[src/rtl/bit_serial_adder_pkg.sv]
// -----------------------------------------------------------------------------
// bit_serial_adder_pkg
//
// Purpose:
//   Shared constants for the sequential adders in the adder library.
//   Holds the FSM state encodings and the default operand width. The
//   shift-add multiplier that will sit on top of bit_serial_adder is
//   expected to import this same package, so the encodings below must stay
//   stable.
//
// Contents:
//   DEFAULT_WIDTH  default operand / sum width (bits)
//   state_t        2-bit FSM state type
//   ST_IDLE        waiting for start, result registers hold the last result
//   ST_RUN         one operand bit pair processed per clock, LSB first
//   ST_DONE        one-cycle completion state; a new start is accepted here
// -----------------------------------------------------------------------------
package bit_serial_adder_pkg;

    localparam int DEFAULT_WIDTH = 8;

    typedef logic [1:0] state_t;

    localparam state_t ST_IDLE = 2'd0;
    localparam state_t ST_RUN  = 2'd1;
    localparam state_t ST_DONE = 2'd2;

endpackage : bit_serial_adder_pkg

[src/rtl/bit_serial_adder_fa.sv]
// -----------------------------------------------------------------------------
// bit_serial_adder_fa
//
// Purpose:
//   Single-bit full-adder cell of the adder library. Purely combinational.
//   The serial adder instantiates exactly one of these and time-multiplexes
//   it over all operand bits.
//
// Ports:
//   a      in   1  operand bit A
//   b      in   1  operand bit B
//   c_in   in   1  carry in
//   c_out  out  1  carry out
//   out    out  1  sum bit
// -----------------------------------------------------------------------------
module bit_serial_adder_fa (
    input  logic a,
    input  logic b,
    input  logic c_in,
    output logic c_out,
    output logic out
);

    logic a_xor_b;

    assign a_xor_b = a ^ b;
    assign out     = a_xor_b ^ c_in;
    assign c_out   = (a & b) | (a_xor_b & c_in);

endmodule : bit_serial_adder_fa

[src/rtl/bit_serial_adder.sv]
// -----------------------------------------------------------------------------
// bit_serial_adder
//
// Purpose:
//   Multi-cycle adder that adds two WIDTH-bit operands one bit per clock,
//   LSB first, using a single full-adder cell and a registered carry.
//   {c_out, sum} = a + b (unsigned). The result registers only change on
//   completion or reset; partial sums never reach the outputs.
//
// Timing:
//   The start-accept edge is edge 0. The operand bits are consumed on edges
//   1..WIDTH; sum/c_out update on edge WIDTH and done is high for the cycle
//   after it. A start seen in DONE is accepted immediately, giving one add
//   every WIDTH+1 cycles back-to-back. start is ignored while busy.
//
// Handshake:
//   ready=1 (IDLE or DONE) means a start at the next rising edge is accepted
//   and a/b (and sub) are captured on that edge; nothing is queued while
//   ready=0. done is a single-cycle pulse, no acknowledge is required.
//
// Configuration:
//   BIT_SERIAL_ADDER_SUB_EN - when defined, adds input 'sub'. With sub=1 the
//   B operand is loaded inverted and the initial carry is 1, so
//   sum = a - b (mod 2^WIDTH) and c_out=1 means no borrow (a >= b).
//   Timing is identical in both builds.
//
// Parameters:
//   WIDTH  operand and sum width, 2..32 (default DEFAULT_WIDTH = 8)
//
// Ports:
//   clk        in   1      rising-edge clock
//   rst        in   1      synchronous active-high reset
//   start      in   1      request, sampled only when ready=1
//   a          in   WIDTH  operand A
//   b          in   WIDTH  operand B
//   sub        in   1      subtract select (BIT_SERIAL_ADDER_SUB_EN only)
//   ready      out  1      high in IDLE and DONE
//   busy       out  1      high in RUN
//   done       out  1      one-cycle completion pulse
//   sum        out  WIDTH  registered result
//   c_out      out  1      registered final carry
//   state_dbg  out  2      current FSM state (debug observation)
// -----------------------------------------------------------------------------
module bit_serial_adder
    import bit_serial_adder_pkg::*;
#(
    parameter int WIDTH = DEFAULT_WIDTH
) (
    input  logic             clk,
    input  logic             rst,
    input  logic             start,
    input  logic [WIDTH-1:0] a,
    input  logic [WIDTH-1:0] b,
`ifdef BIT_SERIAL_ADDER_SUB_EN
    input  logic             sub,
`endif
    output logic             ready,
    output logic             busy,
    output logic             done,
    output logic [WIDTH-1:0] sum,
    output logic             c_out,
    output state_t           state_dbg
);

    // The counter only needs to reach WIDTH-1; it saturates there rather
    // than wrapping, and is reloaded on every accepted start.
    localparam int               CNT_W    = (WIDTH > 1) ? $clog2(WIDTH) : 1;
    localparam logic [CNT_W-1:0] CNT_LAST = CNT_W'(WIDTH - 1);

    // -------------------------------------------------------------------------
    // Declarations
    // -------------------------------------------------------------------------
    state_t           state;
    state_t           state_nxt;

    logic [WIDTH-1:0] a_sh;
    logic [WIDTH-1:0] b_sh;
    logic [WIDTH-1:0] s_sh;
    logic             carry;
    logic [CNT_W-1:0] cnt;

    logic             accept;
    logic             cnt_last;
    logic             fa_out;
    logic             fa_cout;
    logic [WIDTH-1:0] s_sh_nxt;

    logic [WIDTH-1:0] b_load;
    logic             carry_load;

    // -------------------------------------------------------------------------
    // Operand conditioning at load time
    // -------------------------------------------------------------------------
`ifdef BIT_SERIAL_ADDER_SUB_EN
    // Two's-complement subtract: a + ~b + 1. The +1 rides in on the carry.
    assign b_load     = sub ? ~b : b;
    assign carry_load = sub;
`else
    assign b_load     = b;
    assign carry_load = 1'b0;
`endif

    // -------------------------------------------------------------------------
    // Arithmetic: the single FA cell, fed from the LSBs of the shifters
    // -------------------------------------------------------------------------
    bit_serial_adder_fa u_fa (
        .a     (a_sh[0]),
        .b     (b_sh[0]),
        .c_in  (carry),
        .c_out (fa_cout),
        .out   (fa_out)
    );

    // New sum bit enters at the MSB; after WIDTH shifts the first (LSB)
    // result bit has travelled down to bit 0.
    assign s_sh_nxt = {fa_out, s_sh[WIDTH-1:1]};

    assign accept   = ready && start;
    assign cnt_last = (cnt == CNT_LAST);

    // -------------------------------------------------------------------------
    // FSM: state register
    // -------------------------------------------------------------------------
    always_ff @(posedge clk) begin
        if (rst) begin
            state <= ST_IDLE;
        end else begin
            state <= state_nxt;
        end
    end

    // -------------------------------------------------------------------------
    // FSM: next-state logic
    // -------------------------------------------------------------------------
    always_comb begin
        state_nxt = state;
        case (state)
            ST_IDLE: begin
                if (start) begin
                    state_nxt = ST_RUN;
                end
            end
            ST_RUN: begin
                if (cnt_last) begin
                    state_nxt = ST_DONE;
                end
            end
            ST_DONE: begin
                // Back-to-back: a start here begins the next add directly.
                state_nxt = start ? ST_RUN : ST_IDLE;
            end
            default: begin
                state_nxt = ST_IDLE;
            end
        endcase
    end

    // -------------------------------------------------------------------------
    // FSM: output decode
    // -------------------------------------------------------------------------
    always_comb begin
        ready = 1'b0;
        busy  = 1'b0;
        done  = 1'b0;
        case (state)
            ST_IDLE: begin
                ready = 1'b1;
            end
            ST_RUN: begin
                busy = 1'b1;
            end
            ST_DONE: begin
                ready = 1'b1;
                done  = 1'b1;
            end
            default: begin
                ready = 1'b0;
            end
        endcase
    end

    assign state_dbg = state;

    // -------------------------------------------------------------------------
    // Datapath: shifters, carry, counter and result registers
    // -------------------------------------------------------------------------
    always_ff @(posedge clk) begin
        if (rst) begin
            a_sh  <= '0;
            b_sh  <= '0;
            s_sh  <= '0;
            carry <= 1'b0;
            cnt   <= '0;
            sum   <= '0;
            c_out <= 1'b0;
        end else if (accept) begin
            a_sh  <= a;
            b_sh  <= b_load;
            carry <= carry_load;
            cnt   <= '0;
        end else if (state == ST_RUN) begin
            a_sh  <= a_sh >> 1;
            b_sh  <= b_sh >> 1;
            s_sh  <= s_sh_nxt;
            carry <= fa_cout;
            if (cnt_last) begin
                // Final bit: publish the full result including this bit.
                sum   <= s_sh_nxt;
                c_out <= fa_cout;
            end else begin
                cnt <= cnt + 1'b1;
            end
        end
    end

endmodule : bit_serial_adder
[config.mk]
export PLATFORM = sky130hd
export DESIGN_NAME = bit_serial_adder
export DESIGN_NICKNAME = d
export VERILOG_FILES = /design/src/rtl/bit_serial_adder_pkg.sv /design/src/rtl/bit_serial_adder_fa.sv /design/src/rtl/bit_serial_adder.sv
export SDC_FILE = /design/constraint.sdc
export NUM_CORES = 1
export LEC_CHECK = 0
export ABC_AREA = 1
export CAP_MARGIN = 20
export CORE_UTILIZATION = 40
export DETAILED_ROUTE_END_ITERATION = 10
export SLEW_MARGIN = 10
export SYNTH_ARGS = -nofsm -noshare
export SYNTH_HDL_FRONTEND = slang
export SYNTH_SLANG_ARGS = --single-unit
[constraint.sdc]
create_clock -name clk -period 1.9 [get_ports clk]
set_input_delay 0.475 -clock clk [delete_from_list [all_inputs] [get_ports clk]]
set_output_delay 0.475 -clock clk [all_outputs]
set_load 0.01 [all_outputs]
Word-level counts from Yosys, hierarchy flattened:

Index checks and enable logic that the tools add are counted.

* add/subtract/negate cells: 1
* eq/ne operators: 5
* multiplexer cells: 11
* bitwise logic cells: 7
* reductions and logical operators: 9

Operators by type and width (count)
* 2-to-1 mux 8 bit: 4
* one-hot mux 2 bit (3 select lines): 1
* AND reduction 2 bit: 3
* 2-to-1 mux 1 bit: 4
* 2-to-1 mux 2 bit: 2
* != test 2 bit (second input constant): 2
* OR reduction 2 bit: 2
* adder 3 x 1 -> 3 bit (second input constant): 1
* equality test 3 bit (second input constant): 1
* AND reduction 3 bit: 1
* AND 1 bit: 2
* equality test 2 x 1 -> 1 bit (second input constant): 1
* equality test 2 bit (second input constant): 1
* logical NOT 2 bit: 1
* inverter 1 bit: 2
* nonzero test 2 bit: 1
* bitwise XOR 1 bit: 2
* logical AND 1 bit: 1
* OR 1 bit: 1

* flip-flop bits (word level): 39
* input bits: 19
* output and inout port bits: 14
* logic and storage cells: 41

Longest topological paths before layout:

* depth in word-level cells: 6
* mapped depth: 8
* depth with buffers taken out: 8

By module:

From an unflattened synthesis, not the netlist that was laid out.

* cell total of the unflattened synthesis: 233
* area total of the unflattened synthesis: 1711.6 um2

Modules (own cells, without submodules)
* bit_serial_adder: instances 1, cells each 232, area an instance 1691.6 um2, sequential area each 760.7 um2
* bit_serial_adder_fa: instances 1, cells each 1, area an instance 20.0 um2, sequential area each 0.0 um2

Worst setup path before layout:

No wires, ideal clock.

* path kind: register -> output
* start point: reg state[0], in the netlist state_dbg[0]
* end point: out busy
* arrival time: 838 ps
* data required time: 1425 ps
* slack: 587 ps
* cell stages (with the launch flop): 5
* buffers on the path: 2
* cell sequence: dfxtp_1 > buf_6 > nand2_8 > inv_4 > buf_8

* cells in the longest elaborated chain, start to end: 2

RTL lines
* start, declared: line bit_serial_adder.sv:73 `state_t state;`
* start signal, assigned: line bit_serial_adder.sv:128 `state <= state_nxt;`
* equality test 2 x 1 -> 1 bit: line bit_serial_adder.sv:165 `case (state)`
* 2-to-1 mux 1 bit: line bit_serial_adder.sv:165
* end, declared: line bit_serial_adder.sv:58 `output logic busy,`

No other way between the ends.

Final worst setup path:

* start point: reg state[0], in the netlist state_dbg[0]
* end point: out state_dbg[0]

RTL lines
* end, declared: line bit_serial_adder.sv:62 `output state_t state_dbg`

No word-level cell between the ends.

==> out/metrics.cfg <==
[synth]
yosysMostFrequentCell = nand2_1
syn-num-nets = 252
synth_seq_area_share_pct = 43.5
synth_area_per_cell_um2 = 7.61
async_reset_ff_share_pct = 0
synth_top_area_cell = dfxtp_1
yosys-top-cells-area = dfxtp_1, nand2_1, nor2_1
netlist_area_um2 = 1750
ys_seq_elements = 38
synth_top_area_share_pct = 43.5
yosysWarningCount = 0
synth_flop_cell = dfxtp_1
synth-edff-count = 0
synth_common_cells = nand2_1, dfxtp_1, nor2_1, inv_1
syn_inst = 230
yosysUniqueCellTypes = 28

[die]
ios = 33
die-width_um = 68.1
initial_core_util_pct = 42.8
core-area_um2 = 4090
dieArea_um2 = 4640
num_rows = 23
die_h_um = 68.1

[setup_path]
worstReg2RegStart = cnt[0]
cp-end-kind = output port
path_max_fanout = 6
r2r-end = sum[0]
max_stage_delay_ns = 0.55
crit_family = buffers and inverters
worstPathArrival_ns = 1.25
cp_slowest_cell = clkdlybuf4s50_1
critPathBufInv = 1
worstSetupStartpointType = flop
r2r_setup_slack_ns = 0.54
cp-startpoint = state_dbg[0]
reg2reg_depth = 7
crit_type = flop to output port
path_cells = clkdlybuf4s50_1
required_ns = 1.42

[pwr]
combPwrFrac_pct = 13.4
clkPwrFrac_pct = 42.3
ir_drop_uv = 475
intPower_uw = 1520
leakage_uw = 0.00105
p_sw_uw = 457
p_seq_share_pct = 44.3
p_sw_share_pct = 23.1
power_density_nw_per_um2 = 880

[timing]
finalHoldViolCount = 0
fin_crit_sh_pct = 90.9
period_minus_slack_ns = 1.73
fin_hold_ws_ns = 0.465
setup_viol = 0
worst_slew_pin_slew_ns = 0.316
fin_tns_setup_ns = 0
grt_setup_unrepaired = no
fmaxAchievable_ghz = 0.579
finalMaxSlewViolations = 0
fin_skew_ns = 0.00495
relSlewSlack_pct = 78.9

[status]
status = finished, final reports clean

[final_layout]
n_antenna_cell = 0
drive_gt1_share_pct = 13.5
nNetsFinal = 287
syn_to_final_growth_pct = 28.8

[clocking]
cts_tree = done
post_cts.repair.setup_buffers = 0
cts.sinks = 38
htreeDepth = 2
cts-root-buf = clkbuf_8
worst_setup_hold_path_clk_slew_ns = 0.07
tritoncts.num_buffers = 5
worstSkewPairLatency_ns = 0.29
holdBufCountCts = 0
cts_resized = 4
cts_buffer_depth = 2

[global_routing]
grt_pass1_vias = 1362
grt_antenna_before_repair = 0
grt_usage_pct = 17.2
grt_max_degree = 27
grt_overflow = 0
grt_pass1_wl_mm = 5.91

[worst_hold_path]
holdCritStartpoint = s_sh[2]
hold_depth = 2
hold_path_end = sum[1]
hp-class = flop to flop

[detailed_routing]
vias = 1484
ant_nets = 0
wl_mm = 3.40
drt_first_pass_iters = 4
post_drt_wl_per_cell_um = 10.8
routed_via_density = 4.70
post-route-drc-count = 0
drt_iter0_markers = 57

[placed_design]
dp_hpwl_mm = 2.37
gp_congestion = 0.736
port_buffers = 32

[job]
drv_cap = 0

==> metal layers <==
layer	track usage, %	share of wire, %
met4	6.77	1.5
met5	0	0
met3	4.00	4.1
met2	30.1	48
met1	19.9	47
==> cell usage in the layout, fill, tap and decap left out, types with 2 or more instances in the layout <==
cell	Yosys	final
nand3_1	19	19
nand2_8	2	2
nand2_2	4	4
nand3_2	2	2
inv_2	4	4
clkdlybuf4s50_1	0	29
ha_1	2	2
o21ai_0	19	19
a21oi_2	2	2
a21oi_1	13	13
nand2_1	39	39
o21ai_1	3	3
bufinv_16	0	2
inv_6	1	2
dlymetal6s2s_1	0	2
nor2_1	38	38
dfxtp_1	38	36
buf_4	1	4
inv_1	26	26
clkbuf_8	0	6
==> sequential cells by signal, summed over array words and instances (netlist names) <==
register and count:
b_sh 8, carry 1, state_dbg 2, s_sh 7, c_out 1, cnt 3
sum 8, a_sh 8
==> cells by family (layout without fill, tap and decap cells) <==
family	Yosys count	in the layout	synth area share [%]
buf+inv	42	78	12.4
flops	38	38	43.5
fa+ha+maj	3	3	2.57
simple gates	108	108	29.6
compound gates	39	39	11.9
==> metrics by stage <==
| step | setup slack (ns) | utilization [%] | instance area [um2] | instances | total power (uW) |
|---|---|---|---|---|---|
| after floorplan | 0.587 | - | 1750 | 230 | 1080 |
| after global routing | 0.135 | 55.1 | 2250 | 316 | 2090 |
| after CTS | 0.0232 | 54.9 | 2240 | 316 | 2010 |
| after detailed placement | 0.109 | 51.3 | 2100 | 308 | 1160 |
| after global placement | 0.132 | 51.3 | 2100 | 308 | 1160 |
| final | 0.173 | 55.1 | 2250 | 316 | 1980 |
==> power groups by stage <==
stage | Clock, uW | Sequential [uW] | Combinational (uW)
CTS | 864 | 878 | 268
floorplan | 0 | 886 | 198
detailed placement | 0 | 897 | 267
global route | 898 | 885 | 304
finish | 839 | 878 | 265
global placement | 0 | 895 | 267
==> cell type report <==
cell class | instances | area, um2
clock buffer | 6 | 82.6
clock inverter | 2 | 60.1
fill | 392 | 1830
inverter | 33 | 136
multi-input combinational | 150 | 771
sequential | 38 | 766
tap | 50 | 62.6
timing repair buffer | 37 | 374
==> worst register-to-register path, cell delays in order, from the launching register on <==
cell and delay [ns]:
dfxtp_1 0.36, ha_1 0.16, ha_1 0.17, inv_1 0.11, nor2_8 0.17, inv_2 0.11, nor2_1 0.13, nor2_1 0.06
==> worst max path at each step <==
stage / to / cells past startpoint / slack (ns)
after floorplan: busy / 4 / 0.59
after global placement: ready / 3 / 0.13
after detailed placement: ready / 3 / 0.11
after CTS: busy / 4 / 0.02
after global routing: state_dbg[0] / 1 / 0.13
final: state_dbg[0] / 1 / 0.17
(Power assumes the default switching activity.)
